File: config.mk
export PLATFORM = sky130hd
export DESIGN_NAME = game_sequencer_flat
export DESIGN_NICKNAME = d
export VERILOG_FILES = /design/src/rtl/game_sequencer_if.sv /design/src/rtl/game_sequencer.sv /design/src/flat_wrapper.sv
export SDC_FILE = /design/constraint.sdc
export NUM_CORES = 1
export LEC_CHECK = 0
export ABC_AREA = 1
export CAP_MARGIN = 5
export CORE_MARGIN = 3
export CORE_UTILIZATION = 61
export CTS_CLUSTER_DIAMETER = 150
export DETAILED_ROUTE_END_ITERATION = 10
export GPL_TIMING_DRIVEN = 0
export PLACE_DENSITY_LB_ADDON = 0.1
export SETUP_SLACK_MARGIN = 0.05
export SYNTH_ARGS = -nofsm -noshare
export SYNTH_HDL_FRONTEND = slang
export SYNTH_SLANG_ARGS = --single-unit
File: constraint.sdc
create_clock -name clk -period 5.2 [get_ports clk]
set_clock_uncertainty 0.05 [all_clocks]
set_input_delay 0.52 -clock clk [delete_from_list [all_inputs] [get_ports clk]]
set_output_delay 0.52 -clock clk [all_outputs]
set_load 0.005 [all_outputs]
File: src/rtl/game_sequencer_if.sv
// Signal bundle between the round controller and keypad/fsm/obstacle generator/display.
// obs_load is a one-cycle pulse with no back-pressure; the generator must present tipo_obs on the next cycle.
interface game_sequencer_if;
  logic [2:0] presente;
  logic       keypad_pressed;
  logic [4:0] key;
  logic [3:0] tipo_obs;
  logic       obs_load;
  logic [1:0] obs_pos;
  logic [1:0] hero_pose;
  logic       step;
  logic [7:0] score;
  logic [1:0] W_or_L;
  logic [2:0] dbg_state;

  modport slave (
    input  presente, keypad_pressed, key, tipo_obs,
    output obs_load, obs_pos, hero_pose, step, score, W_or_L, dbg_state
  );

  modport master (
    output presente, keypad_pressed, key, tipo_obs,
    input  obs_load, obs_pos, hero_pose, step, score, W_or_L, dbg_state
  );
endinterface

File: src/rtl/game_sequencer.sv
// Hero-runner round controller: spawns obstacles, scrolls them on a divided tick,
// applies jump/duck poses from the keypad and resolves dodge/collision into a score and win/lose.
module game_sequencer #(
  parameter int             TICK_DIV   = 25_000_000,
  parameter int             LANE_LEN   = 4,
  parameter int             JUMP_TICKS = 2,
  parameter int             WIN_SCORE  = 20,
  parameter logic [2:0]     PLAY_STATE = 3'd3,
  parameter logic [4:0]     KEY_JUMP   = 5'd2,
  parameter logic [4:0]     KEY_DUCK   = 5'd8
) (
  input  logic              clk,
  input  logic              rst,
  game_sequencer_if.slave   bus
);

  localparam int CW = $clog2(TICK_DIV);
  localparam int PW = $clog2(JUMP_TICKS + 1);
  localparam logic [1:0] POS_SPAWN = 2'(LANE_LEN - 1);

  localparam logic [1:0] POSE_RUN  = 2'b00;
  localparam logic [1:0] POSE_JUMP = 2'b01;
  localparam logic [1:0] POSE_DUCK = 2'b10;

  typedef enum logic [2:0] {
    S_IDLE  = 3'd0,
    S_SPAWN = 3'd1,
    S_LATCH = 3'd2,
    S_RUN   = 3'd3,
    S_WIN   = 3'd4,
    S_LOSE  = 3'd5
  } state_t;

  state_t          r_state;
  logic [CW-1:0]   r_tick_cnt;
  logic [PW-1:0]   r_pose_cnt;
  logic            r_key_q;
  logic            r_aerial;
  logic            r_obs_load;
  logic [1:0]      r_obs_pos;
  logic [1:0]      r_pose;
  logic            r_step;
  logic [7:0]      r_score;
  logic [1:0]      r_wl;

  logic            w_play;
  logic            w_key_edge;
  logic            w_tick;
  logic            w_key_ok;
  logic            w_dodge;
  logic            w_win;
  logic [7:0]      w_score_next;

  assign w_play       = (bus.presente == PLAY_STATE);
  assign w_key_edge   = bus.keypad_pressed && !r_key_q;
  assign w_tick       = (r_state == S_RUN) && (r_tick_cnt == CW'(TICK_DIV - 1));
  assign w_key_ok     = (r_state == S_RUN) && (r_pose == POSE_RUN) && w_key_edge &&
                        ((bus.key == KEY_JUMP) || (bus.key == KEY_DUCK));
  assign w_dodge      = (r_aerial && (r_pose == POSE_DUCK)) || (!r_aerial && (r_pose == POSE_JUMP));
  assign w_win        = (({1'b0, r_score} + 9'd1) == 9'(WIN_SCORE));
  assign w_score_next = (r_score == 8'hFF) ? 8'hFF : (r_score + 8'd1);

  always_ff @(posedge clk) begin
    if (rst) begin
      r_state    <= S_IDLE;
      r_tick_cnt <= '0;
      r_pose_cnt <= '0;
      r_key_q    <= 1'b0;
      r_aerial   <= 1'b0;
      r_obs_load <= 1'b0;
      r_obs_pos  <= POS_SPAWN;
      r_pose     <= POSE_RUN;
      r_step     <= 1'b0;
      r_score    <= 8'd0;
      r_wl       <= 2'b00;
    end else begin
      r_key_q    <= bus.keypad_pressed;
      r_obs_load <= 1'b0;
      r_step     <= 1'b0;
      // Leaving the play screen aborts or closes the round from any active state.
      if ((r_state != S_IDLE) && !w_play) begin
        r_state    <= S_IDLE;
        r_tick_cnt <= '0;
        r_pose_cnt <= '0;
        r_obs_pos  <= POS_SPAWN;
        r_pose     <= POSE_RUN;
        r_score    <= 8'd0;
        r_wl       <= 2'b00;
      end else begin
        case (r_state)
          S_IDLE: begin
            if (w_play) begin
              r_state    <= S_SPAWN;
              r_obs_load <= 1'b1;
              r_obs_pos  <= POS_SPAWN;
              r_tick_cnt <= '0;
            end
          end
          S_SPAWN: r_state <= S_LATCH;
          S_LATCH: begin
            r_aerial <= bus.tipo_obs[3];
            r_state  <= S_RUN;
          end
          S_RUN: begin
            if (w_tick) begin
              r_tick_cnt <= '0;
              r_step     <= 1'b1;
              if (r_obs_pos != 2'd0) begin
                r_obs_pos <= r_obs_pos - 2'd1;
                if (r_pose != POSE_RUN) begin
                  if (r_pose_cnt <= PW'(1)) begin
                    r_pose_cnt <= '0;
                    r_pose     <= POSE_RUN;
                  end else begin
                    r_pose_cnt <= r_pose_cnt - PW'(1);
                  end
                end
              end else if (w_dodge) begin
                r_score <= w_score_next;
                if (w_win) begin
                  r_wl    <= 2'b01;
                  r_state <= S_WIN;
                end else begin
                  r_state    <= S_SPAWN;
                  r_obs_load <= 1'b1;
                  r_obs_pos  <= POS_SPAWN;
                end
              end else begin
                r_wl    <= 2'b10;
                r_state <= S_LOSE;
              end
            end else begin
              r_tick_cnt <= r_tick_cnt + CW'(1);
            end
            // A same-cycle tick already resolved against the old pose above.
            if (w_key_ok) begin
              r_pose     <= (bus.key == KEY_JUMP) ? POSE_JUMP : POSE_DUCK;
              r_pose_cnt <= PW'(JUMP_TICKS);
            end
          end
          S_WIN, S_LOSE: ;
          default: r_state <= S_IDLE;
        endcase
      end
    end
  end

  assign bus.obs_load  = r_obs_load;
  assign bus.obs_pos   = r_obs_pos;
  assign bus.hero_pose = r_pose;
  assign bus.step      = r_step;
  assign bus.score     = r_score;
  assign bus.W_or_L    = r_wl;
  assign bus.dbg_state = r_state;

endmodule

File: src/flat_wrapper.sv
// flat-port wrapper written by rule: the top's interface ports become plain ports
module game_sequencer_flat 
#(
  parameter int             TICK_DIV   = 25_000_000,
  parameter int             LANE_LEN   = 4,
  parameter int             JUMP_TICKS = 2,
  parameter int             WIN_SCORE  = 20,
  parameter logic [2:0]     PLAY_STATE = 3'd3,
  parameter logic [4:0]     KEY_JUMP   = 5'd2,
  parameter logic [4:0]     KEY_DUCK   = 5'd8
)
  (clk, rst, bus_presente, bus_keypad_pressed, bus_key, bus_tipo_obs, bus_obs_load, bus_obs_pos, bus_hero_pose, bus_step, bus_score, bus_W_or_L, bus_dbg_state);
  game_sequencer_if bus_i ();
  input  logic clk;
  input  logic rst;
  input wire logic [$bits(bus_i.presente)-1:0] bus_presente;
  input wire logic [$bits(bus_i.keypad_pressed)-1:0] bus_keypad_pressed;
  input wire logic [$bits(bus_i.key)-1:0] bus_key;
  input wire logic [$bits(bus_i.tipo_obs)-1:0] bus_tipo_obs;
  output wire logic [$bits(bus_i.obs_load)-1:0] bus_obs_load;
  output wire logic [$bits(bus_i.obs_pos)-1:0] bus_obs_pos;
  output wire logic [$bits(bus_i.hero_pose)-1:0] bus_hero_pose;
  output wire logic [$bits(bus_i.step)-1:0] bus_step;
  output wire logic [$bits(bus_i.score)-1:0] bus_score;
  output wire logic [$bits(bus_i.W_or_L)-1:0] bus_W_or_L;
  output wire logic [$bits(bus_i.dbg_state)-1:0] bus_dbg_state;
  assign bus_i.presente = bus_presente;
  assign bus_i.keypad_pressed = bus_keypad_pressed;
  assign bus_i.key = bus_key;
  assign bus_i.tipo_obs = bus_tipo_obs;
  assign bus_obs_load = bus_i.obs_load;
  assign bus_obs_pos = bus_i.obs_pos;
  assign bus_hero_pose = bus_i.hero_pose;
  assign bus_step = bus_i.step;
  assign bus_score = bus_i.score;
  assign bus_W_or_L = bus_i.W_or_L;
  assign bus_dbg_state = bus_i.dbg_state;
  game_sequencer #(.TICK_DIV(TICK_DIV), .LANE_LEN(LANE_LEN), .JUMP_TICKS(JUMP_TICKS), .WIN_SCORE(WIN_SCORE), .PLAY_STATE(PLAY_STATE), .KEY_JUMP(KEY_JUMP), .KEY_DUCK(KEY_DUCK)) u_core (.clk(clk), .rst(rst), .bus(bus_i));
endmodule
==> impl_metrics.json, run 1 <==
{
  "start_util": 0.6576,
  "syn_inst": 450,
  "cts_tree": "done",
  "crit_type": "reg -> reg",
  "drive_gt1_frac": 0.1211,
  "avgSynthCellArea_um2": 6.626,
  "intPower_uw": 660.5,
  "die_y_um": 75.92,
  "dpl_worst_slack_ns": 3.106,
  "place_area_mm2": 0.003363,
  "power_frac_seq": 0.416,
  "p_sw_frac": 0.3088,
  "p_leak_nw": 1.336,
  "post_drt_wl_per_cell_um": 12.94,
  "fmax_mhz": 504.0,
  "place.gp.congestion": 0.9438,
  "relSlewSlack": 0.7807,
  "h-tree-depth": 2,
  "grt_pass1_wl_mm": 13.16,
  "port_buffers": 30,
  "required_ns": 5.33,
  "fin_nets": 505,
  "overflow": 0,
  "switchingPower_uw": 295.1,
  "setup_viol": 0,
  "power.share.combinational": 0.258,
  "dieWidth_um": 75.92,
  "track_usage": 0.2698,
  "synth_warnings": 0,
  "dieArea_mm2": 0.005763,
  "ir_drop_mv": 0.2195,
  "post_cts_resize_count": 0,
  "antenna_found_initial": 0,
  "drt_iter0_drc": 290,
  "clock_power_share": 0.327,
  "syn-cell-area_mm2": 0.002982,
  "tightest_slew_ns": 0.3259,
  "holdBufCountCts": 0,
  "drv_cap": 0,
  "synth_largest_area_cell": "dfxtp_1",
  "routed_wl_mm": 7.143,
  "antenna_left": 0,
  "grtUsageMet3": 0.05332,
  "min_period_over_period": 0.3815,
  "cts_setup_buffers": 0,
  "io_pins": 34,
  "drc": 0,
  "fin_area_mm2": 0.003492,
  "syn-num-nets": 468,
  "cts_buffers": 5,
  "rsz0062_at_grt": "no",
  "cellPowerDensity_mw_per_mm2": 273.6,
  "critPathCaptureType": "flip-flop",
  "vias": 3068,
  "finalSetupTns_ns": 0,
  "ys_seq_area_frac": 0.3223,
  "grt_max_degree": 15,
  "start_kind": "flip-flop",
  "hold_class": "reg -> reg",
  "clock_path_buffers": 2,
  "gr-usage-met2": 0.4424,
  "path_clk_slew_ns": 0.09,
  "arrival_ns": 2.12,
  "hpwl_mm": 5.540,
  "coreArea_mm2": 0.004534,
  "ys_ff_latch": 48,
  "final-hold-violation-count": 0,
  "cts_root_buf": "clkbuf_8",
  "status": "complete, no violations",
  "area_growth_pct": 17.12,
  "diodes": 0,
  "final.fill_count": 385,
  "fin_crit_ns": 1.984,
  "num_rows": 24,
  "crit_fanout": 10,
  "yosys-top-cells-area": "dfxtp_1 (32%), nand2_1 (14%), nand3_1 (6.2%)",
  "use_met1": 0.3704,
  "via_per_inst": 5.558,
  "first_global_vias": 2830,
  "synth.distinct_cells": 42,
  "slew_violations": 0,
  "cts.sinks": 48,
  "synth_top_area_share": 0.3223,
  "busiest_layer": "met2",
  "clkLatencyLatePin_ns": 0.30,
  "fin_ws_ns": 3.216,
  "drt_pass1_iterations": 5
}
critical path: stages (launching register included):
cell and delay (ns):
dfxtp_1 0.39, ha_1 0.21, nand2_2 0.11, nor2_8 0.15, nand2_4 0.08, nor2_2 0.10, nand3_2 0.17, nand2_2 0.16
inv_2 0.11, buf_6 0.16, o211ai_1 0.08, a21oi_1 0.09
cells in the final DEF (no fill, tap or decap), types with 2 or more instances in the layout:
master           netlist  final
xnor2_1                2      2
nor2_1                45     45
nor3_2                 2      2
buf_6                  2      2
dfxtp_1               48     48
clkdlybuf4s50_1        0     30
buf_4                  2      2
nor2_4                 5      5
bufinv_16              0      2
nand4_1               12     12
clkbuf_8               1      6
nor2_8                 2      2
nand2_4                2      2
inv_1                 48     48
ha_1                   3      3
xor2_1                 4      4
buf_2                  3      3
a21oi_1               33     33
inv_2                 10     10
o21ai_0               19     19
nor4_1                 4      4
nor3_1                16     16
nor2_2                 7      7
o21ai_1                4      4
nand3b_1               3      3
nand2_2                8      8
nand4_2                2      2
nor3_4                 2      2
nand2_1              110    110
nand3_1               37     37
path summary, 6_finish.rpt:
kind                                     start                            endpoint  slack [ns]  depth (start not counted)
max          u_core.r_tick_cnt[0]$_SDFFE_PP0P_  u_core.r_tick_cnt[12]$_SDFFE_PP0P_        3.22                         11
min          u_core.bus.W_or_L[0]$_SDFFE_PP0P_   u_core.bus.W_or_L[0]$_SDFFE_PP0P_        0.42                          2
max reg2reg  u_core.r_tick_cnt[0]$_SDFFE_PP0P_  u_core.r_tick_cnt[12]$_SDFFE_PP0P_        3.22                         11
min reg2reg  u_core.bus.W_or_L[0]$_SDFFE_PP0P_   u_core.bus.W_or_L[0]$_SDFFE_PP0P_        0.42                          2
Yosys cell counts, drive strengths merged:
cell      n
nand4    14
ha        3
a21oi    34
xor2      4
a31oi     1
buf       7
clkbuf    1
nor2     59
nand3    38
or2       1
inv      59
o211ai    1
xnor2     2
a21o      1
dfxtp    48
and3      1
o31ai     1
nor3     20
o21bai    1
nand2   120
o21ai    24
nand3b    3
a211oi    1
o221ai    1
o21a      1
nor4      4
power by group through the flow:
stage,Sequential [mW],Clock [mW],Combinational (mW)
2_1_floorplan,0.404,0,0.168
3_3_place_gp,0.405,0,0.241
3_5_place_dp,0.405,0,0.247
4_1_cts,0.397,0.318,0.248
5_1_grt,0.400,0.333,0.272
6_report,0.397,0.312,0.246
per-stage QoR:
step	util	hold slack (ns)	instances	total power, mW
floorplan	-	0.3919	450	0.5720
global placement	0.7417	0.3902	545	0.6465
CTS	0.7701	0.4235	552	0.9628
global route	0.7701	0.4486	552	1.006
finish	0.7701	0.4203	552	0.9555
detailed placement	0.7417	0.4115	545	0.6519
state kept, by name (all words and copies together) (netlist names):
signal,count
u_core.bus.step,1
u_core.bus.obs_load,1
u_core.r_tick_cnt,25
u_core.bus.obs_pos,2
u_core.r_pose_cnt,2
u_core.bus.W_or_L,2
u_core.bus.dbg_state,3
u_core.r_key_q,1
u_core.bus.hero_pose,2
u_core.r_aerial,1
u_core.bus.score,8
cell families after synthesis:
family / share of synthesized area
DFF: 0.3223
xor gates and xnor gates: 0.01762
and+or+nand+nor: 0.4301
adders and majority gates: 0.01259
AOI/OAI and AO/OA: 0.1200
buffers and inverters: 0.09735
per-layer routing:
| metal | wire, um | up-vias |
|---|---|---|
| met5 | 0 | - |
| met4 | 72 | 0 |
| met3 | 570 | 9 |
| met2 | 3255 | 120 |
| met1 | 3245 | 1396 |
| li1 | - | 1543 |
cell type report:
class,instances,area (um2),area share
multi-input combinational,335,1730,0.4955
sequential,48,960.9,0.2752
timing repair buffer,30,300.3,0.08599
inverter,59,224.0,0.06413
tap,65,81.33,0.02329
clock buffer,5,68.82,0.01971
buffer,8,66.31,0.01899
clock inverter,2,60.06,0.01720
Note: power is estimated with default switching activity, not from simulation.
==> inputs of run 2 (changes only) <==
--- a/config.mk
+++ b/config.mk
@@ -8,7 +8,7 @@
 export ABC_AREA = 1
 export CAP_MARGIN = 5
 export CORE_MARGIN = 3
-export CORE_UTILIZATION = 61
+export CORE_UTILIZATION = 56
 export CTS_CLUSTER_DIAMETER = 150
 export DETAILED_ROUTE_END_ITERATION = 10
 export GPL_TIMING_DRIVEN = 0
==> constraint.sdc (replaced) <==
create_clock -name clk -period 1.9 [get_ports clk]
set_clock_uncertainty 0.05 [all_clocks]
set_input_delay 0.19 -clock clk [delete_from_list [all_inputs] [get_ports clk]]
set_output_delay 0.19 -clock clk [all_outputs]
set_load 0.005 [all_outputs]
==> run 2 against run 1 <==
  * First-iteration DRC count decreased by 36%
  * Non-clock buffer count increased by 12
  * Power rose to 2.6 times the previous value
  * Wire length is 11% higher
  * Flip-flop and latch count did not move
  * Maximum frequency up 11%
  * Sequential power grew to 2.7 times the previous value
  * Final area increased by 5.1%
  * Global-route usage decreased by 1.6 points
  * Sequential share of layout area fell by 0.83 points
  * Clock power rose by 110%
==> impl_metrics.json, run 2 (synthesized netlist as in run 1, its figures left out) <==
{
  "status": "complete, no violations",
  "power_frac_seq": 0.439,
  "crit_fanout": 5,
  "rsz0062_at_grt": "yes",
  "final_common_cell": "nand2_1",
  "first_global_vias": 2806,
  "p_leak_nw": 1.444,
  "setup_viol": 0,
  "hold_ws_ns": 0.3713,
  "coreArea_mm2": 0.004942,
  "overflow": 0,
  "hold_class": "in -> reg",
  "final-hold-violation-count": 0,
  "clock_power_share": 0.270,
  "final.fill_count": 436,
  "vias": 3145,
  "ir_drop_mv": 0.6540,
  "fin_crit_ns": 1.790,
  "largest_register_ffs": 25,
  "antenna_left": 0,
  "drt_pass1_iterations": 5,
  "cts_buffers": 5,
  "switchingPower_uw": 838.6,
  "start_kind": "flip-flop",
  "start_util": 0.6033,
  "drc": 0,
  "grt_pass1_wl_mm": 12.74,
  "path_clk_slew_ns": 0.09,
  "crit_type": "reg -> reg",
  "fmax_mhz": 558.6,
  "drive_gt1_frac": 0.1904,
  "tightest_slew_ns": 0.3370,
  "power.share.combinational": 0.291,
  "grt_max_degree": 14,
  "via_per_inst": 5.557,
  "intPower_mw": 1.632,
  "cts.sinks": 48,
  "drv_cap": 0,
  "cellPowerDensity_mw_per_mm2": 673.1,
  "fin_nets": 517,
  "drt_iter0_drc": 185,
  "dieArea_mm2": 0.006235,
  "area_growth_pct": 23.12,
  "io_pins": 34,
  "clkLatencyLatePin_ns": 0.30,
  "diodes": 0,
  "final_cell_mix": "nand2_1 (107), inv_1 (47), nor2_1 (41)",
  "post_drt_wl_per_cell_um": 14.05,
  "antenna_found_initial": 0,
  "dieWidth_um": 78.97,
  "p_sw_frac": 0.3394,
  "port_buffers": 30,
  "clock_path_buffers": 2,
  "place.gp.congestion": 0.9562,
  "h-tree-depth": 2,
  "num_rows": 25,
  "critPathCaptureType": "flip-flop",
  "die_y_um": 78.97,
  "cts_tree": "done",
  "track_usage": 0.2534,
  "arrival_ns": 1.93,
  "cts_root_buf": "clkbuf_8",
  "required_ns": 2.04,
  "slew_violations": 0,
  "min_period_over_period": 0.9422,
  "holdBufCountCts": 0,
  "largest_register": "u_core.r_tick_cnt",
  "relSlewSlack": 0.7733,
  "routed_wl_mm": 7.954,
  "p_total_mw": 2.471,
  "hpwl_mm": 5.802
}
run 2: changes by cell type in the layout (fill, tap and decap cells not counted), sizes merged:
cell / previous run / this run
bufinv: 2 / 0
buf: 7 / 19
clkbuf: 6 / 8
run 2: worst max-delay path, stage by stage, from the launching register on:
cell and delay [ns]:
dfxtp_4 0.38, ha_4 0.15, nand2_4 0.07, nor2_8 0.13
nand2_4 0.09, nor2_4 0.13, nand3_4 0.14, nand2_4 0.11
buf_4 0.14, nand4_4 0.08, nor2_1 0.14, a21oi_2 0.07
run 2: layout make-up:
class | count | area (um2) | area share
inverter | 59 | 226.5 | 0.06169
timing repair buffer | 42 | 390.4 | 0.1063
buffer | 8 | 66.31 | 0.01806
multi-input combinational | 335 | 1828 | 0.4980
tap | 67 | 83.83 | 0.02284
sequential | 48 | 979.7 | 0.2669
clock buffer | 7 | 96.34 | 0.02624
run 2: repair_timing:
action                                  CTS  global route
endpoints found under the setup margin   30            37
gates resized for setup                   7            32
hold endpoints to repair                  0             0
setup buffers                             4             8
pin swaps                                 2            12
run 2: worst paths after layout:
kind,end,start,cells past startpoint,slack [ns]
min,u_core.r_key_q$_SDFF_PP0_,bus_keypad_pressed,3,0.37
max,u_core.bus.dbg_state[0]$_SDFFE_PP0P_,u_core.r_tick_cnt[0]$_SDFFE_PP0P_,11,0.11
min reg2reg,u_core.bus.W_or_L[0]$_SDFFE_PP0P_,u_core.bus.W_or_L[0]$_SDFFE_PP0P_,2,0.41
max reg2reg,u_core.bus.dbg_state[0]$_SDFFE_PP0P_,u_core.r_tick_cnt[0]$_SDFFE_PP0P_,11,0.11
run 2: power by group through the flow:
stage | sequential (mW) | combinational [mW] | clock, mW
2_1_floorplan | 1.11 | 0.460 | 0
3_3_place_gp | 1.11 | 0.665 | 0
3_5_place_dp | 1.11 | 0.678 | 0
4_1_cts | 1.09 | 0.685 | 0.671
5_1_grt | 1.09 | 0.783 | 0.714
6_report | 1.08 | 0.718 | 0.668
run 2: metrics by stage:
stage | setup TNS, ns | util | cells | area, um2 | setup slack [ns]
floorplan | 0 | - | 450 | 2982 | 0.2529
global placement | -0.08261 | 0.6810 | 547 | 3366 | -0.05600
detailed placement | -0.3380 | 0.6810 | 547 | 3366 | -0.07286
CTS | 0 | 0.7114 | 558 | 3516 | 0.03618
global route | -0.005523 | 0.7428 | 566 | 3671 | -0.005421
finish | 0 | 0.7428 | 566 | 3671 | 0.1098
run 2: per-layer routing:
metal,up-vias,GRT usage,wire length [um]
met5,-,0,0
met4,0,0.06357,96
met3,13,0.03855,423
met2,112,0.4242,3911
met1,1444,0.3413,3523
li1,1576,-,-
==> inputs of run 3 (changes only) <==
--- a/config.mk
+++ b/config.mk
@@ -5,10 +5,9 @@
 export SDC_FILE = /design/constraint.sdc
 export NUM_CORES = 1
 export LEC_CHECK = 0
-export ABC_AREA = 1
 export CAP_MARGIN = 5
 export CORE_MARGIN = 3
-export CORE_UTILIZATION = 56
+export CORE_UTILIZATION = 55
 export CTS_CLUSTER_DIAMETER = 150
 export DETAILED_ROUTE_END_ITERATION = 10
 export GPL_TIMING_DRIVEN = 0
==> run 3 against run 2 <==
  * The flow now finishes with violations (design-rule violations, negative setup slack)
  * Synthesized area shrank 13%
  * First-iteration DRC count rose to 4.3 times the previous value
  * Via count is 12% higher
  * Critical path depth shrank 4
  * Clock-buffer cell count is 1 lower
  * Largest cell class unchanged
  * Highest routed layer unchanged
==> impl_metrics.json, run 3 <==
{
  "status": "complete, but fails checks",
  "violations": "design-rule violations, negative setup slack",
  "synth_largest_area_cell": "dfxtp_1",
  "drt_pass1_iterations": 9,
  "vias": 3507,
  "fin_crit_ns": 2.356,
  "first_global_vias": 2890,
  "via_per_inst": 7.657,
  "clock_path_buffers": 2,
  "holdCritStartpoint": "bus_keypad_pressed",
  "start_util": 0.5845,
  "crit_type": "reg -> reg",
  "fin_nets": 423,
  "fin_ws_ns": -0.4558,
  "place.gp.congestion": 0.8610,
  "p_leak_nw": 1.477,
  "synth.most_common_cell": "dfxtp_1",
  "ys_ff_latch": 48,
  "yosys-top-cells-area": "dfxtp_1 (37%), nand3_1 (5.0%), a31oi_1 (4.8%)",
  "slew_violations": 0,
  "holdBufCountCts": 0,
  "grt_max_degree": 15,
  "io_pins": 34,
  "antenna_found_initial": 0,
  "clkLatencyLatePin_ns": 0.33,
  "avgSynthCellArea_um2": 7.968,
  "num_rows": 24,
  "drt_iter0_drc": 792,
  "critPathCaptureType": "flip-flop",
  "start_kind": "flip-flop",
  "cts.sinks": 48,
  "dieWidth_um": 74.72,
  "largest_register_ffs": 25,
  "syn-cell-area_mm2": 0.002597,
  "post_drt_wl_per_cell_um": 26.46,
  "min_period_over_period": 1.240,
  "hpwl_mm": 4.911,
  "coreArea_mm2": 0.004444,
  "port_buffers": 30,
  "final_cell_mix": "buf_4 (35), clkdlybuf4s50_1 (30), dfxtp_1 (29)",
  "path_clk_slew_ns": 0.10,
  "hold_class": "in -> reg",
  "h-tree-depth": 2,
  "syn-num-nets": 344,
  "syn_inst": 326,
  "rsz0062_at_grt": "yes",
  "drc": 2,
  "synth_commonest_cells": "dfxtp_1 (48), nand3_1 (26), nand2_1 (25)",
  "synth_ff_type": "dfxtp_1",
  "area_growth_pct": 58.19,
  "setup_viol": 46,
  "crit_fanout": 7,
  "cellPowerDensity_mw_per_mm2": 484.5,
  "drive_gt1_frac": 0.3744,
  "tightest_slew_ns": 0.8058,
  "largest_register": "u_core.r_tick_cnt",
  "cts_root_buf": "clkbuf_8",
  "dieArea_mm2": 0.005583,
  "async_flop_share": 0,
  "final_cells": 458,
  "arrival_ns": 2.56,
  "overflow": 0,
  "synth.distinct_cells": 55,
  "die_y_um": 74.72,
  "grt_pass1_wl_mm": 14.26,
  "place_inst": 408,
  "antenna_left": 0,
  "relSlewSlack": 0.4592,
  "fmax_mhz": 424.5,
  "track_usage": 0.3355,
  "cts_tree": "done",
  "synth_top_area_share": 0.3699,
  "synth_warnings": 0,
  "ir_drop_mv": 0.6832,
  "synth-edff-count": 0,
  "final-hold-violation-count": 0,
  "cts_buffers": 5,
  "final_common_cell": "buf_4",
  "required_ns": 2.11,
  "r2r_start": "u_core.r_tick_cnt[0]$_SDFFE_PP0P_",
  "diodes": 0,
  "cp-startpoint": "u_core.r_tick_cnt[0]$_SDFFE_PP0P_",
  "routed_wl_mm": 12.12,
  "hold_ws_ns": 0.3905,
  "drv_cap": 0,
  "ys_seq_area_frac": 0.3699
}
-- run 3: cell count changes after synthesis, moves of 10 or more --
| cell | previous run | this run |
|---|---|---|
| inv_1 | 48 | 14 |
| a31oi_1 | 1 | 20 |
| nor2_1 | 45 | 23 |
| a21oi_1 | 33 | 12 |
| inv_2 | 10 | 0 |
| nand2_1 | 110 | 25 |
| clkbuf_1 | 0 | 12 |
| nand3_1 | 37 | 26 |
-- run 3: worst paths after layout --
path | slack [ns] | cells after the start | endpoint
max | -0.46 | 7 | u_core.bus.score[2]$_SDFFE_PP0P_
min | 0.39 | 2 | u_core.r_key_q$_SDFF_PP0_
max reg2reg | -0.46 | 7 | u_core.bus.score[2]$_SDFFE_PP0P_
min reg2reg | 0.45 | 1 | u_core.r_tick_cnt[24]$_SDFFE_PP0P_
-- run 3: stage by stage --
step,setup TNS (ns),setup WS (ns),power (mW),cell area [um2],util
floorplan,-1.885,-0.2715,1.107,2733,-
CTS,-8.054,-0.3175,1.909,3687,0.8297
detailed placement,-18.04,-0.6723,1.162,3098,0.6971
finish,-14.13,-0.4558,1.991,4109,0.9246
global placement,-17.28,-0.6958,1.161,3098,0.6971
global route,-17.32,-0.5830,2.027,4109,0.9246
-- run 3: final cells by class --
class                   count  area, um2
flip-flops and latches     48      997.2
clock buffers               6      72.57
well taps                  52      65.06
fillers                   158      335.3
plain buffers              14      167.7
multi-input cells         247       2007
repair buffers             75      711.9
clock inverters             2      35.03
inverters                  14      52.55
-- run 3: where the power goes --
part	total, mW	switching [mW]	internal, mW
Sequential	1.01	0.00445	1.00
Combinational	0.194	0.115	0.0789
Clock	0.792	0.400	0.392
Total	1.99	0.519	1.47
-- run 3: worst max-delay path: stages, from the launching register on --
cell     delay [ns]
dfxtp_4        0.39
ha_4           0.17
and3_4         0.24
nand4_1        0.24
or4_4          0.56
buf_6          0.15
or3_1          0.32
a21oi_1        0.16
-- run 3: cell families (layout without fill, tap and decap cells) --
group,count (synthesis),in the layout,synth area share
fa+ha+maj,3,3,0.01445
xor+xnor,1,1,0.003372
buf+inv,31,111,0.05443
flops,48,48,0.3699
compound gates,80,80,0.2023
mux,2,2,0.007707
simple gates,161,161,0.3478
-- run 3: routing by layer --
layer | up-vias | track usage | part of all wire
met2 | 393 | 0.5249 | 0.44
met1 | 1603 | 0.4388 | 0.34
li1 | 1404 | - | -
met4 | 0 | 0.1443 | 0.078
met3 | 107 | 0.08678 | 0.14
met5 | - | 0 | 0
-- run 3: timing repair --
item                       4_1_cts  5_1_grt
hold endpoints to repair         0        0
pin swaps                       20       29
setup buffers                   26       15
gates resized for setup         66       59
setup endpoints to repair       46       46
cloned                           4        0
